## src/rtl/uart8_led_sequencer_pkg.sv

```systemverilog
// uart8_led_sequencer_pkg: shared register map, CTRL bit positions and FSM encoding
package uart8_led_sequencer_pkg;
   localparam logic [1:0] ADDR_CTRL    = 2'd0;
   localparam logic [1:0] ADDR_PERIOD  = 2'd1;
   localparam logic [1:0] ADDR_PATTERN = 2'd2;
   localparam logic [1:0] ADDR_STATUS  = 2'd3;
   localparam int CTRL_EN   = 0;
   localparam int CTRL_LOOP = 1;
   localparam int NSTEPS    = 4;
   localparam int STEP_W    = $clog2(NSTEPS);
   typedef enum logic [1:0] {
      S_IDLE    = 2'd0,
      S_WR_STEP = 2'd1,
      S_WAIT    = 2'd2,
      S_WR_CLR  = 2'd3
   } state_t;
endpackage

```

## src/rtl/uart8_led_step_timer.sv

```systemverilog
// uart8_led_step_timer: loadable down-counter whose done pulse marks the last cycle of a step
module uart8_led_step_timer #(
   parameter int W = 24
) (
   input  logic         clk,
   input  logic         reset_n,
   input  logic         i_load,
   input  logic [W-1:0] i_load_val,
   input  logic         i_run,
   output logic         o_done
);
   logic [W-1:0] r_cnt;
   // reload when a step write is accepted, count down while the step is displayed
   always_ff @(posedge clk or negedge reset_n) begin
      if (!reset_n) r_cnt <= '0;
      else if (i_load) r_cnt <= i_load_val;
      else if (i_run && r_cnt != '0) r_cnt <= r_cnt - 1'b1;
   end
   assign o_done = i_run && (r_cnt == W'(1));
endmodule

```

## src/rtl/uart8_led_sequencer.sv

```systemverilog
// uart8_led_sequencer: Avalon-MM controller stepping the LED PIO through up to four patterns
module uart8_led_sequencer
   import uart8_led_sequencer_pkg::*;
#(
   parameter int PERIOD_W = 24,
   parameter int LED_W    = 3
) (
   input  logic        clk,
   input  logic        reset_n,
   input  logic [1:0]  address,
   input  logic        chipselect,
   input  logic        write_n,
   input  logic [31:0] writedata,
   output logic [31:0] readdata,
   output logic [1:0]  m_address,
   output logic        m_write,
   output logic [31:0] m_writedata,
   input  logic        m_waitrequest,
   output logic        busy
);
   logic [PERIOD_W-1:0]     r_period;
   logic [NSTEPS*LED_W-1:0] r_pattern;
   logic                    r_en;
   logic                    r_loop;
   logic [STEP_W-1:0]       r_step;
   logic [LED_W-1:0]        r_wdata;
   state_t                  r_state;
   state_t                  w_state_nx;
   logic [STEP_W-1:0]       w_step_nx;
   logic                    w_wr;
   logic                    w_ctrl_wr;
   logic                    w_abort;
   logic                    w_accept;
   logic                    w_done;
   logic [PERIOD_W-1:0]     w_load_val;
   logic                    w_unused;

   assign w_wr       = chipselect && !write_n;
   assign w_ctrl_wr  = w_wr && (address == ADDR_CTRL);
   // a pending abort is either an EN=0 write this cycle or one that landed during a stalled step write
   assign w_abort    = !r_en || (w_ctrl_wr && !writedata[CTRL_EN]);
   assign w_accept   = m_write && !m_waitrequest;
   assign w_load_val = (r_period == '0) ? PERIOD_W'(1) : r_period;
   assign w_unused   = ^writedata;

   uart8_led_step_timer #(.W(PERIOD_W)) u_timer (
      .clk        (clk),
      .reset_n    (reset_n),
      .i_load     (r_state == S_WR_STEP && w_accept),
      .i_load_val (w_load_val),
      .i_run      (r_state == S_WAIT),
      .o_done     (w_done)
   );

   // register file: EN only changes on start, abort, or completion of the clear write
   always_ff @(posedge clk or negedge reset_n) begin
      if (!reset_n) begin
         r_period  <= '0;
         r_pattern <= '0;
         r_en      <= 1'b0;
         r_loop    <= 1'b0;
      end else begin
         if (w_wr && address == ADDR_PERIOD) r_period <= writedata[PERIOD_W-1:0];
         if (w_wr && address == ADDR_PATTERN) r_pattern <= writedata[NSTEPS*LED_W-1:0];
         if (w_ctrl_wr) begin
            r_loop <= writedata[CTRL_LOOP];
            if (r_state == S_IDLE || !writedata[CTRL_EN]) r_en <= writedata[CTRL_EN];
         end
         if (r_state == S_WR_CLR && w_accept) r_en <= 1'b0;
      end
   end

   // next-state and step index; master requests are held until accepted
   always_comb begin
      w_state_nx = r_state;
      w_step_nx  = r_step;
      case (r_state)
         S_IDLE: if (w_ctrl_wr && writedata[CTRL_EN]) begin
            w_state_nx = S_WR_STEP;
            w_step_nx  = '0;
         end
         S_WR_STEP: if (!m_waitrequest) w_state_nx = w_abort ? S_WR_CLR : S_WAIT;
         S_WAIT: if (w_abort) w_state_nx = S_WR_CLR;
            else if (w_done) begin
               if (r_step != STEP_W'(NSTEPS - 1) || r_loop) begin
                  w_state_nx = S_WR_STEP;
                  w_step_nx  = r_step + 1'b1;
               end else w_state_nx = S_WR_CLR;
            end
         S_WR_CLR: if (!m_waitrequest) w_state_nx = S_IDLE;
         default: w_state_nx = S_IDLE;
      endcase
   end

   // state register; the step pattern is captured on entry so later PATTERN writes cannot disturb a held write
   always_ff @(posedge clk or negedge reset_n) begin
      if (!reset_n) begin
         r_state <= S_IDLE;
         r_step  <= '0;
         r_wdata <= '0;
      end else begin
         r_state <= w_state_nx;
         r_step  <= w_step_nx;
         if (w_state_nx == S_WR_STEP && r_state != S_WR_STEP) r_wdata <= r_pattern[w_step_nx*LED_W +: LED_W];
      end
   end

   assign m_address   = 2'd0;
   assign m_write     = (r_state == S_WR_STEP) || (r_state == S_WR_CLR);
   assign m_writedata = (r_state == S_WR_STEP) ? {{(32-LED_W){1'b0}}, r_wdata} : 32'd0;
   assign busy        = (r_state != S_IDLE);
   assign readdata    = !chipselect                ? 32'd0 :
                        (address == ADDR_CTRL)     ? 32'({r_loop, r_en}) :
                        (address == ADDR_PERIOD)   ? 32'(r_period) :
                        (address == ADDR_PATTERN)  ? 32'(r_pattern) :
                                                     32'({r_step, 3'b000, busy});
endmodule

```

## config.mk

```make
export PLATFORM = sky130hd
export DESIGN_NAME = uart8_led_sequencer
export DESIGN_NICKNAME = d
export VERILOG_FILES = /design/src/rtl/uart8_led_sequencer_pkg.sv /design/src/rtl/uart8_led_step_timer.sv /design/src/rtl/uart8_led_sequencer.sv
export SDC_FILE = /design/constraint.sdc
export NUM_CORES = 1
export LEC_CHECK = 0
export CORE_UTILIZATION = 35
export CTS_CLUSTER_SIZE = 25
export DETAILED_ROUTE_END_ITERATION = 10
export PLACE_DENSITY = 0.63
export SYNTH_ARGS = -nofsm -noshare
export SYNTH_HDL_FRONTEND = slang
export SYNTH_SLANG_ARGS = --single-unit
export TNS_END_PERCENT = 50
```

## constraint.sdc

```tcl
create_clock -name clk -period 3.95 [get_ports clk]
set_input_delay 0.79 -clock clk [delete_from_list [all_inputs] [get_ports clk]]
set_output_delay 0.79 -clock clk [all_outputs]
set_load 0.005 [all_outputs]
```

== Yosys cells after proc, flatten, opt, wreduce, memory -nomap -nowiden ==
Index checks and enable logic that the tools add are counted.
Cells by class
  add/sub/neg operators: 2
  $mul: 1
  equality and inequality tests: 9
  shift operators: 1
  mux-type cells: 24
  reductions and logical operators: 29
Operators by type and width (count)
  $mux W24: 6
  $eq A24 B1 Y1 const B: 1
  $logic_not A24 Y1: 1
  $reduce_bool A24 Y1: 1
  $sub A24 B1 Y24 const B: 1
  $mux W2: 10
  $logic_and A1 B1 Y1: 12
  $mux W12: 1
  $shiftx A12 B5 Y3: 1
  $pmux W2 S4: 1
  $reduce_bool A2 Y1: 4
  $eq A2 B1 Y1 const B: 3
  $eq A2 B2 Y1 const B: 3
  $logic_not A1 Y1: 4
  $logic_not A2 Y1: 2
  $logic_or A1 B1 Y1: 4
  $mul A2 B2 Y4 const B: 1
  $mux W1: 4
  $pmux W2 S2: 1
  $mux W3: 1
  $add A2 B1 Y2 const B: 1
  $ne A2 B1 Y1 const B: 1
  $ne A2 B2 Y1 const B: 1
  $reduce_and A2 Y1: 1
Storage, ports and cells
  bits in registers: 69
  input bits: 39
  output and inout port bits: 68
  logic and storage cells: 74

== Depth between registers and ports, before layout ==
Gate-level depths: netlist of run 1.
  word-level depth: 10
  gate-level depth with buffers: 7
  gate-level depth less buffers: 7

== Modules after synthesis ==
From an unflattened synthesis of run 1, not the netlist that was laid out.
Second synthesis, totals
  cell total of the unflattened synthesis: 428
  area total of the unflattened synthesis: 4320.4 sq um
Modules (own cells, without submodules)
  uart8_led_sequencer: instances 1, cells an instance 262, area an instance 2725.1 sq um, seq. area each 1126.1 sq um
  uart8_led_step_timer: instances 1, cells an instance 166, area an instance 1595.3 sq um, seq. area each 600.6 sq um

== Worst setup path after synthesis of run 1 ==
OpenSTA, ideal clock, no wires.
  path type: input to output
  start: input port address[0]
  end: output port readdata[10]
  arrival time: 1863 ps
  data required time: 3160 ps
  setup slack: 1297 ps
  stages on the path: 5
  buffers on the path: 2
  cell sequence: clkbuf_1 > nor2b_1 > clkbuf_1 > a22oi_1 > nor2b_1
On the way
  word-level cells in the longest chain between the ends: 5
  elaborated cells on any way between the ends: 7
  classes of those cells: eq/ne (2); mux (4); reduce/logical (1)
RTL lines
  start, declared: RTL line uart8_led_sequencer.sv:10  | input logic [1:0] address,
  $eq A2 B2 Y1: RTL line uart8_led_sequencer.sv:115  | (address == ADDR_PATTERN) ? 32'(r_pattern) :
  $mux W12: RTL line uart8_led_sequencer.sv:115
  $mux W24: RTL line uart8_led_sequencer.sv:114  | (address == ADDR_PERIOD) ? 32'(r_period) :
  $mux W24 (*): RTL line uart8_led_sequencer.sv:113  | (address == ADDR_CTRL) ? 32'({r_loop, r_en}) :
  $mux W24 (*): RTL line uart8_led_sequencer.sv:112  | assign readdata = !chipselect ? 32'd0 :
  end, declared: RTL line uart8_led_sequencer.sv:14  | output logic [31:0] readdata,
Mark *: on every way between the ends. The rest lies on a longest branch, timed or not.

== Worst setup path in the final report of run 1 ==
  start: input port address[0]
  end: output port readdata[3]
The elaborated chain is that of the path after synthesis.

==> flow_summary.json, run 1 <==
{
  "yosysWarningCount": 0,
  "synth_top_area_frac": 0.431,
  "grt_max_degree": 39,
  "route.detailed.drc": 0,
  "cts.sinks": 69,
  "ios": 107,
  "p_comb_frac": 0.286,
  "layout.nets": 499,
  "p_total_mw": 2.79,
  "wl_per_cell_um": 15.9,
  "core_um2": 11000,
  "antenna_found_initial": 0,
  "syn_inst": 397,
  "grt_pass1_wl_um": 15500,
  "setup_viol": 0,
  "vias": 3082,
  "synthArstFlopShare": 1.00,
  "fp-row-count": 38,
  "yosys-top-cells-area": "dfrtp_1 43%, mux2_2 11%, buf_4 7.3%",
  "drtIter0Drc": 206,
  "slew_headroom": 0.398,
  "seq_area_frac_synth": 0.431,
  "synth_edf_count": 0,
  "tns_ps": 0,
  "rsz0062_at_grt": "false",
  "drt_first_pass_iters": 4,
  "synth_area_leader_cell": "dfrtp_1",
  "numCtsBuffers": 9,
  "finalCriticalPeriod_ps": 3540,
  "die-area_um2": 11900,
  "grt_pass1_vias": 3012,
  "netlist_area_um2": 4010,
  "die_w_um": 109,
  "pwr-share-seq": 0.428,
  "drive_above_1_share": 0.167,
  "tightest_slew_ps": 902,
  "critPathRequiredTime_ps": 3160,
  "cellPowerDensity_nw_per_um2": 569,
  "clkLatencyLatePin_ps": 320,
  "cp.arrival_ps": 2750,
  "portBuffers": 59,
  "insertedDiodeCount": 0,
  "grt.total_usage": 0.172,
  "dp_hpwl_um": 6860,
  "clock_path_buffers": 2,
  "synth_ff_type": "dfrtp_1",
  "switching_power_mw": 0.946,
  "fp.dieH_um": 109,
  "post-place-ws_ps": 450,
  "cts_max_level": 3,
  "drtAntennaViolNets": 0,
  "ir_drop_mv": 0.264,
  "holdCritPathClass": "reg2reg",
  "min_period_over_period": 0.895,
  "cp-end-kind": "primary output",
  "gr-total-overflow": 0,
  "initial_core_util": 0.365,
  "postCtsSetupRepairBufs": 0,
  "ys_types": 55,
  "clockRootBuffer": "clkbuf_16",
  "area_growth_pct": 22.4,
  "postCtsHoldBufs": 0,
  "ys_ff_latch": 69,
  "synth.most_common_cell": "dfrtp_1",
  "cap_viol_max_count": 0,
  "clkPwrFrac": 0.286,
  "worstPathMaxFanout": 23,
  "avgSynthCellArea_um2": 10.1,
  "p_int_mw": 1.85,
  "fin_ws_ps": 413,
  "critPathLaunchType": "input pin",
  "power.leakage_nw": 2.04,
  "tritoncts": "yes",
  "wirelength_um": 9580,
  "outcome": "finished clean",
  "worst_clock_skew_ps": 6.82,
  "via_per_inst": 5.13,
  "sw_frac_of_total": 0.339,
  "clk_pin_slew_ps": 60,
  "hold_viol": 0,
  "gp_congestion": 0.858,
  "finalMaxSlewViolations": 0,
  "synth_commonest_cells": "69 x dfrtp_1, 40 x nand2_1, 39 x buf_4, 39 x mux2_2, 17 x nor2_1",
  "fmax_ghz": 0.283,
  "critPathKind": "in2out",
  "ctsResizeCount": 0
}
## cells in the final DEF, fill, tap and decap left out, drive strengths merged, types with 2 or more instances in the layout
cell type and instances:
o21a 2, a21oi 4, o311ai 2, conb 39, and2 5, inv 4
clkdlybuf4s50 58, or3 4, and3 12, or2 5, buf 9, nand2b 2
mux2i 8, nor3 5, a21o 2, a311oi 2, clkbuf 12, nand3 6
mux4 2, o21ai 25, nor2b 14, a22oi 10, mux2 39, nand2 40
clkinv 2, o211ai 4, nor2 17, nor4 16, or4 4, xor2 4
a31oi 2, dfrtp 69, xnor2 12, ha 4
## flip-flops by register name, summed over array words and instances, names as in the netlist
register,flops
r_period,24
u_timer.r_cnt,24
r_loop,1
r_en,1
r_step,2
r_wdata,3
r_pattern,12
r_state,2
## worst max-delay path, stage by stage
cell and delay (ps):
clkdlybuf4s50_1 670, nor2b_1 180, buf_4 280, a22oi_1 130, nor2b_1 160, clkdlybuf4s50_1 530
## metrics by stage
step           area [um2]   util  instances  hold WS [ps]
6_report             4910  0.447        601           527
5_1_grt              4910  0.447        601           537
4_1_cts              4910  0.447        601           523
3_5_place_dp         4610  0.420        585           506
3_3_place_gp         4610  0.420        585           502
2_1_floorplan        4150      -        435           459
## logic make-up after synthesis
| family | count (synthesis) | share of synthesized area |
|---|---|---|
| AO/OA/AOI/OAI | 59 | 0.0949 |
| XOR/XNOR | 16 | 0.0350 |
| adder cells (fa/ha/maj) | 4 | 0.0125 |
| buffers and inverters | 61 | 0.0943 |
| flip-flops | 69 | 0.431 |
| multiplexers | 49 | 0.141 |
| other | 1 | 0.000936 |
| AND/OR/NAND/NOR | 138 | 0.191 |
## power by group through the flow
stage,sequential [mW],combinational (mW),clock (mW)
finish,1.20,0.801,0.799
global route,1.23,0.898,0.837
floorplan,1.11,0.603,0
global placement,1.19,0.777,0
detailed placement,1.20,0.797,0
CTS,1.19,0.806,0.810
## per-layer routing
layer | global-route usage | vias to the layer above | share of wire
li1 | - | 1457 | -
met1 | 0.232 | 1497 | 0.46
met2 | 0.264 | 113 | 0.47
met3 | 0.0377 | 15 | 0.051
met4 | 0.0792 | 0 | 0.018
met5 | 0 | - | 0
## final cells by class
cell class,count,area (um2)
well taps,140,175
clock buffers,12,246
multi-input cells,305,2050
inverters,4,15.0
clock inverters,4,47.5
repair buffers,67,646
fillers,1030,6080
flip-flops and latches,69,1730
## worst paths after layout
kind                                   from            to  slack [ps]  cells after the start
setup / recovery                 address[0]   readdata[3]         410                      6
hold / removal                       r_loop        r_loop         530                      2
setup reg to reg           u_timer.r_cnt[4]    r_wdata[1]        1290                      6
hold reg to reg                      r_loop        r_loop         530                      2
max in group asynchronous           reset_n     r_step[0]        2530                      2
min in group asynchronous           reset_n  r_period[17]         600                      1
Power figures use the tool's default switching activity.
==> inputs of run 2 (changes only) <==
- clock period: 3.95 -> 3.4 ns (I/O delays scaled with it)
==> run 2 against run 1 <==
  * Sequential power rose by 16%
  * Combinational power up 18%
  * Die area stayed put
  * Clock power rose by 9.4%
  * Largest power group unchanged
==> flow_summary.json, run 2 (synthesis results as in run 1) <==
{
  "outcome": "finished clean",
  "ir_drop_mv": 0.343,
  "cellPowerDensity_nw_per_um2": 648,
  "tritoncts": "yes",
  "core_um2": 11000,
  "critPathKind": "in2out",
  "fp-row-count": 38,
  "final_common_cell": "dfrtp_1",
  "grt_pass1_wl_um": 15800,
  "numCtsBuffers": 9,
  "gp_congestion": 0.881,
  "gr-total-overflow": 0,
  "cts_max_level": 3,
  "rsz0062_at_grt": "false",
  "ios": 107,
  "grt_max_degree": 45,
  "postCtsSetupRepairBufs": 0,
  "cp-end-kind": "primary output",
  "hold_viol": 0,
  "layout_common_cells": "69 x dfrtp_1, 58 x clkdlybuf4s50_1, 40 x nand2_1",
  "finalCriticalPeriod_ps": 3190,
  "finalMaxSlewViolations": 0,
  "layout.nets": 505,
  "reg.largest.list": "r_period: 24 flops, u_timer.r_cnt: 24 flops, r_pattern: 12 flops",
  "area_growth_pct": 23.7,
  "critPathMaxStageDelay_ps": 660,
  "tns_ps": 0,
  "power.leakage_nw": 2.08,
  "min_period_over_period": 0.940,
  "holdCritPathClass": "in2async",
  "worstPathCellList": "clkdlybuf4s50_1 -> nor2b_1 -> buf_4 -> a22oi_1 -> nor2b_1 -> clkdlybuf4s50_1",
  "fill_cells": 1040,
  "drive_above_1_share": 0.182,
  "clk_pin_slew_ps": 60,
  "fp.dieH_um": 109,
  "worstPathMaxFanout": 9,
  "portBuffers": 59,
  "critPathLaunchType": "input pin",
  "grt.total_usage": 0.175,
  "cp_top_family": "buffers and inverters",
  "wl_per_cell_um": 15.6,
  "via_per_inst": 5.10,
  "setup_viol": 0,
  "ctsResizeCount": 0,
  "wirelength_um": 9500,
  "postCtsHoldBufs": 0,
  "drtIter0Drc": 132,
  "slew_headroom": 0.338,
  "drtAntennaViolNets": 0,
  "clkLatencyLatePin_ps": 320,
  "die-area_um2": 11900,
  "clockRootBuffer": "clkbuf_16",
  "cp.arrival_ps": 2510,
  "tightest_slew_ps": 984,
  "path_buf_inv": 3,
  "drt_first_pass_iters": 4,
  "initial_core_util": 0.365,
  "insertedDiodeCount": 0,
  "cap_viol_max_count": 0,
  "antenna_found_initial": 0,
  "grt_pass1_vias": 3081,
  "timing.critical_path.from": "address[1]",
  "cp_slowest_cell": "clkdlybuf4s50_1",
  "route.detailed.drc": 0,
  "critPathRequiredTime_ps": 2720,
  "dp_hpwl_um": 7140,
  "die_w_um": 109,
  "fmax_ghz": 0.313,
  "holdWs_ps": 514,
  "worst_clock_skew_ps": 6.40,
  "r2r_start": "r_state[1]",
  "cts.sinks": 69,
  "clock_path_buffers": 2,
  "vias": 3095
}
-- run 2: where the power goes --
group | switching, mW | internal (mW)
Sequential | 0.312 | 1.08
Combinational | 0.453 | 0.489
Clock | 0.342 | 0.533
Total | 1.11 | 2.10
-- run 2: final cells by class --
cell class                 count  area (um2)  share of cell area
timing repair buffer          73         703               0.142
sequential                    69        1730               0.348
clock buffer                  11         253              0.0510
clock inverter                 5        35.0             0.00707
multi-input combinational    305        2050               0.414
inverter                       4        15.0             0.00303
tap                          140         175              0.0353
-- run 2: through the flow --
step	total power, mW	setup WS, ps	cells	area, um2	util
2_1_floorplan	2.00	967	435	4150	-
3_3_place_gp	2.31	221	591	4670	0.425
3_5_place_dp	2.35	184	591	4670	0.425
4_1_cts	3.24	214	607	4960	0.451
5_1_grt	3.44	84.2	607	4960	0.451
6_report	3.21	206	607	4960	0.451
-- run 2: final timing paths --
path,endpoint,slack (ps),depth (start not counted)
setup / recovery,readdata[7],210,6
hold / removal,r_period[13],510,1
setup reg to reg,r_wdata[1],660,6
hold reg to reg,r_loop,530,2
max in group asynchronous,r_en,2100,2
min in group clk,r_loop,530,2
-- run 2: metal layers --
metal  vias up  global-route usage  wire [um]
met5         -                   0          0
met4         0              0.0801        165
met3        10              0.0269        281
met2        95               0.267       4450
met1      1518               0.242       4600
li1       1472                   -          -
==> inputs of run 3 (changes only) <==
- REMOVE_ABC_BUFFERS: default -> 1
==> run 3 against run 2 <==
  * First-iteration DRC count decreased by 27%
  * Routed wire length shrank 1.5%
  * Critical path type unchanged
  * Largest cell class unchanged
  * Global-route usage is 0.54 points lower
  * Worst setup slack better by 43 ps
  * Hold slack lost 170 ps
  * Critical endpoint is now readdata[0]
  * Clock power increased by 3.9%
  * Combinational power barely moved
  * Register-to-register slack better by 180 ps
==> flow_summary.json, run 3 (synthesis results as in run 1) <==
{
  "portBuffers": 59,
  "die-area_um2": 11900,
  "slew_headroom": 0.452,
  "reg.largest.list": "r_period: 24 flops, u_timer.r_cnt: 24 flops, r_pattern: 12 flops",
  "cap_viol_max_count": 0,
  "core_um2": 11000,
  "cp.arrival_ps": 2470,
  "clockRootBuffer": "clkbuf_16",
  "wl_per_cell_um": 15.5,
  "wirelength_um": 9350,
  "cp-end-kind": "primary output",
  "via_per_inst": 5.10,
  "cts_max_level": 3,
  "critPathMaxStageDelay_ps": 640,
  "grt_pass1_wl_um": 15200,
  "insertedDiodeCount": 0,
  "cts.sinks": 69,
  "busiest_layer": "met2",
  "finalCriticalPeriod_ps": 3150,
  "final_common_cell": "dfrtp_1",
  "outcome": "finished clean",
  "switching_power_mw": 1.08,
  "finalMaxSlewViolations": 0,
  "fill_cells": 1040,
  "postCtsHoldBufs": 0,
  "critPathLaunchType": "input pin",
  "power.leakage_nw": 2.06,
  "area_growth_pct": 23.2,
  "numCtsBuffers": 9,
  "path_buf_inv": 2,
  "fmax_ghz": 0.317,
  "cellPowerDensity_nw_per_um2": 655,
  "fp-row-count": 38,
  "grtUsageMet2": 0.265,
  "layout_common_cells": "69 x dfrtp_1, 58 x clkdlybuf4s50_1, 40 x nand2_1",
  "drive_above_1_share": 0.171,
  "tightest_slew_ps": 815,
  "drtIter0Drc": 97,
  "route.detailed.drc": 0,
  "min_period_over_period": 0.927,
  "p_comb_frac": 0.291,
  "sw_frac_of_total": 0.335,
  "grt_max_degree": 27,
  "ctsResizeCount": 0,
  "grtUsageMet1": 0.232,
  "path_common_cell": "clkdlybuf4s50_1",
  "dp.cells": 589,
  "vias": 3075,
  "layout.nets": 503,
  "grt_pass1_vias": 2920,
  "clock_path_buffers": 2,
  "clkLatencyLatePin_ps": 330,
  "drt_first_pass_iters": 4,
  "tns_ps": 0,
  "setup_viol": 0,
  "met3_usage": 0.0293,
  "worstPathCellList": "clkdlybuf4s50_1 -> mux4_2 -> and2_1 -> clkdlybuf4s50_1",
  "gr-total-overflow": 0,
  "rsz0062_at_grt": "false",
  "worstPathMaxFanout": 8,
  "critPathRequiredTime_ps": 2720,
  "fp.dieH_um": 109,
  "hold_viol": 0,
  "p_total_mw": 3.23,
  "ir_drop_mv": 0.303,
  "drtAntennaViolNets": 0,
  "holdCritPathClass": "in2async",
  "pwr-share-seq": 0.428,
  "initial_core_util": 0.365,
  "dp_hpwl_um": 6930,
  "tritoncts": "yes",
  "critPathKind": "in2out",
  "worst_clock_skew_ps": 4.39,
  "clkPwrFrac": 0.281,
  "p_int_mw": 2.15,
  "postCtsSetupRepairBufs": 0,
  "clk_pin_slew_ps": 50,
  "ios": 107,
  "die_w_um": 109,
  "cp_top_family": "buffers and inverters",
  "antenna_found_initial": 0,
  "grt.total_usage": 0.169,
  "fin_cells": 603,
  "gp_congestion": 0.783,
  "cp_slowest_cell": "clkdlybuf4s50_1"
}
run 3: worst paths after layout:
check                           slack, ps  cells after the start              from                to
worst min register to register        520                      2            r_loop            r_loop
max in group asynchronous            2330                      2           reset_n  u_timer.r_cnt[9]
min in group clk                      520                      2            r_loop            r_loop
worst max-delay path                  250                      4        address[1]       readdata[0]
worst min-delay path                  340                      1           reset_n      r_pattern[2]
worst max register to register        840                      6  u_timer.r_cnt[4]        r_wdata[1]
run 3: final cells by class:
| class | instances | area, um2 | share of cell area |
|---|---|---|---|
| clock buffer | 12 | 246 | 0.0499 |
| multi-input combinational | 305 | 2050 | 0.415 |
| inverter | 4 | 15.0 | 0.00304 |
| sequential | 69 | 1730 | 0.350 |
| tap | 140 | 175 | 0.0355 |
| timing repair buffer | 71 | 688 | 0.139 |
| clock inverter | 2 | 35.0 | 0.00710 |
run 3: stage by stage:
step | area (um2) | hold slack [ps] | setup WS (ps) | util
floorplan | 3790 | 384 | 350 | -
global placement | 4660 | 495 | 247 | 0.424
detailed placement | 4660 | 505 | 232 | 0.424
CTS | 4940 | 356 | 232 | 0.450
global route | 4940 | 389 | 132 | 0.450
finish | 4940 | 340 | 249 | 0.450
run 3: worst reg2reg max path: stages, from the launching register on:
cell,delay [ps]
dfrtp_1,420
nor4_2,410
nand4_2,270
nor4_1,740
a21boi_0,200
a311oi_1,280
o22ai_1,110
run 3: power groups by stage:
stage / combinational [mW] / sequential, mW / clock [mW]
final: 0.942 / 1.38 / 0.908
after global routing: 1.06 / 1.42 / 0.960
after CTS: 0.953 / 1.38 / 0.921
after detailed placement: 0.946 / 1.39 / 0
after global placement: 0.926 / 1.38 / 0
after floorplan: 0.651 / 1.30 / 0
run 3: routing by layer:
metal | up-vias | wire length (um)
met1 | 1521 | 4430
met5 | - | 0
met4 | 0 | 129
met3 | 9 | 261
li1 | 1469 | -
met2 | 76 | 4530
==> variant (settings of run 3) <==
`NSTEPS`: 4 -> 2.
--- a/src/rtl/uart8_led_sequencer_pkg.sv
+++ b/src/rtl/uart8_led_sequencer_pkg.sv
@@ -6,7 +6,7 @@
    localparam logic [1:0] ADDR_STATUS  = 2'd3;
    localparam int CTRL_EN   = 0;
    localparam int CTRL_LOOP = 1;
-   localparam int NSTEPS    = 4;
+   localparam int NSTEPS    = 2;
    localparam int STEP_W    = $clog2(NSTEPS);
    typedef enum logic [1:0] {
       S_IDLE    = 2'd0,
Behaviour: not the same (a bounded check fails within 4 cycles, from zero or initial values and one cycle with reset_n low).
==> variant against run 3 <==
Sequential cell count shrank 7. Clock power shrank 16%. Critical endpoint is now readdata[21]. Routed wire length shrank 10%. Worst setup slack lost 0.040 ns. Synthesized cell count shrank 7.8%. Critical path depth grew 1. Total power shrank 7.8%. Design area shrank 7.8%. Synthesized area shrank 8.5%.
==> variant: results (changes against run 3) <==
GRT met3 Usage 4.135% (+1.2 points); Clk pin slew, worst setup/hold paths 0.07 ns (+0.02 ns); met2 layer wire length in the routed design 4087 µm (-9.7%); wire length on met3 403 µm (+54%); commonest cells in the netlist 62 x dfrtp_1, 39 x buf_4, 32 x nand2_1; vias per cell 4.990 (-2.2%); Internal Dissipation 0.001942 W (-9.8%); post-synthesis compound-gate area fraction 8.291% (-1.2 points); Routability Congestion 0.8192 (+4.7%); hpwl dp 5985 µm (-14%); placed cell count 558 (-5.3%); leakage power total 1.940 nW (-5.9%); sum of routed wire segments on met1 3773 µm (-15%); overall routing resource usage 16.43% (-0.50 points); crit-path max FO 13 (+5); leading cell types by total area after synthesis dfrtp_1 42%, mux2_2 9.2%, buf_4 8.0%; status finished, final reports clean; GR met1 Demand/Resource 20.47% (-2.7 points); distinct cell type count of the synthesized netlist 50 (-9.1%); die width 104.4 µm (-4.3%); average wire length per cell after detail routing 14.65 µm (-5.6%); number of nets in the layout 475 (-5.6%); via count of the first global-routing pass 2810 (-3.8%); switching portion of total power 34.84% (+1.4 points); first-pass GRT wire length 14110 µm (-7.0%); reported combinational group power 0.000971 W (+3.1%); Clk power 0.000765 W (-16%); mux cell area share after synthesis 12.93% (-1.1 points); xor/xnor cell area share of the yosys netlist 4.538% (+1.0 points); pin count of the biggest net entering global routing 63 (+130%); Area after DPL 4317 µm² (-7.3%); Clk Latency, worst-skew pair 0.35 ns (+0.02 ns); synthesized area divided by synthesized cell count 10.02 µm² (-0.74%); Critical Path AT 2.51 ns (+0.04 ns); met2 track demand over resource 27.29% (+0.79 points)
-- variant: cell types whose count changed after synthesis, moves of 6 or more --
cell / before / now
a22oi_1: 10 / 4
and3_1: 12 / 18
dfrtp_1: 69 / 62
mux2_2: 39 / 30
mux2_4: 0 / 6
mux2i_1: 8 / 2
nand2_1: 40 / 32
nor2b_1: 14 / 6
o21ai_1: 9 / 2
-- variant: timing repair --
item / CTS / global route
setup buffers: 0 / 0
endpoints found under the setup margin: 0 / 1
hold buffers: 0 / 0
resized for setup: 0 / 1
-- variant: final timing paths --
| path | startpoint | to | slack, ns |
|---|---|---|---|
| worst max register to register | u_timer.r_cnt[16]$_DFFE_PN0P_ | r_wdata[2]$_DFFE_PN0P_ | 0.88 |
| worst min register to register | r_wdata[1]$_DFFE_PN0P_ | r_wdata[1]$_DFFE_PN0P_ | 0.50 |
| worst max-delay path | address[1] | readdata[21] | 0.21 |
| max in group asynchronous | reset_n | r_period[3]$_DFFE_PN0P_ | 2.40 |
| min in group clk | r_wdata[1]$_DFFE_PN0P_ | r_wdata[1]$_DFFE_PN0P_ | 0.50 |
| worst min-delay path | reset_n | r_period[8]$_DFFE_PN0P_ | 0.49 |
-- variant: cells by family after synthesis --
kind of cell	Yosys count
mux	39
buf+inv	60
other cells	1
simple gates	134
xor+xnor	19
fa+ha+maj	3
compound gates	48
flops	62
-- variant: area by class of cell --
| type | instances | area [µm²] |
|---|---|---|
| fillers | 987 | 5679 |
| clock inverters | 3 | 65.06 |
| inverters | 7 | 26.28 |
| clock buffers | 13 | 168.9 |
| repair buffers | 71 | 675.6 |
| well taps | 136 | 170.2 |
| multi-input cells | 282 | 1894 |
| flip-flops and latches | 62 | 1551 |
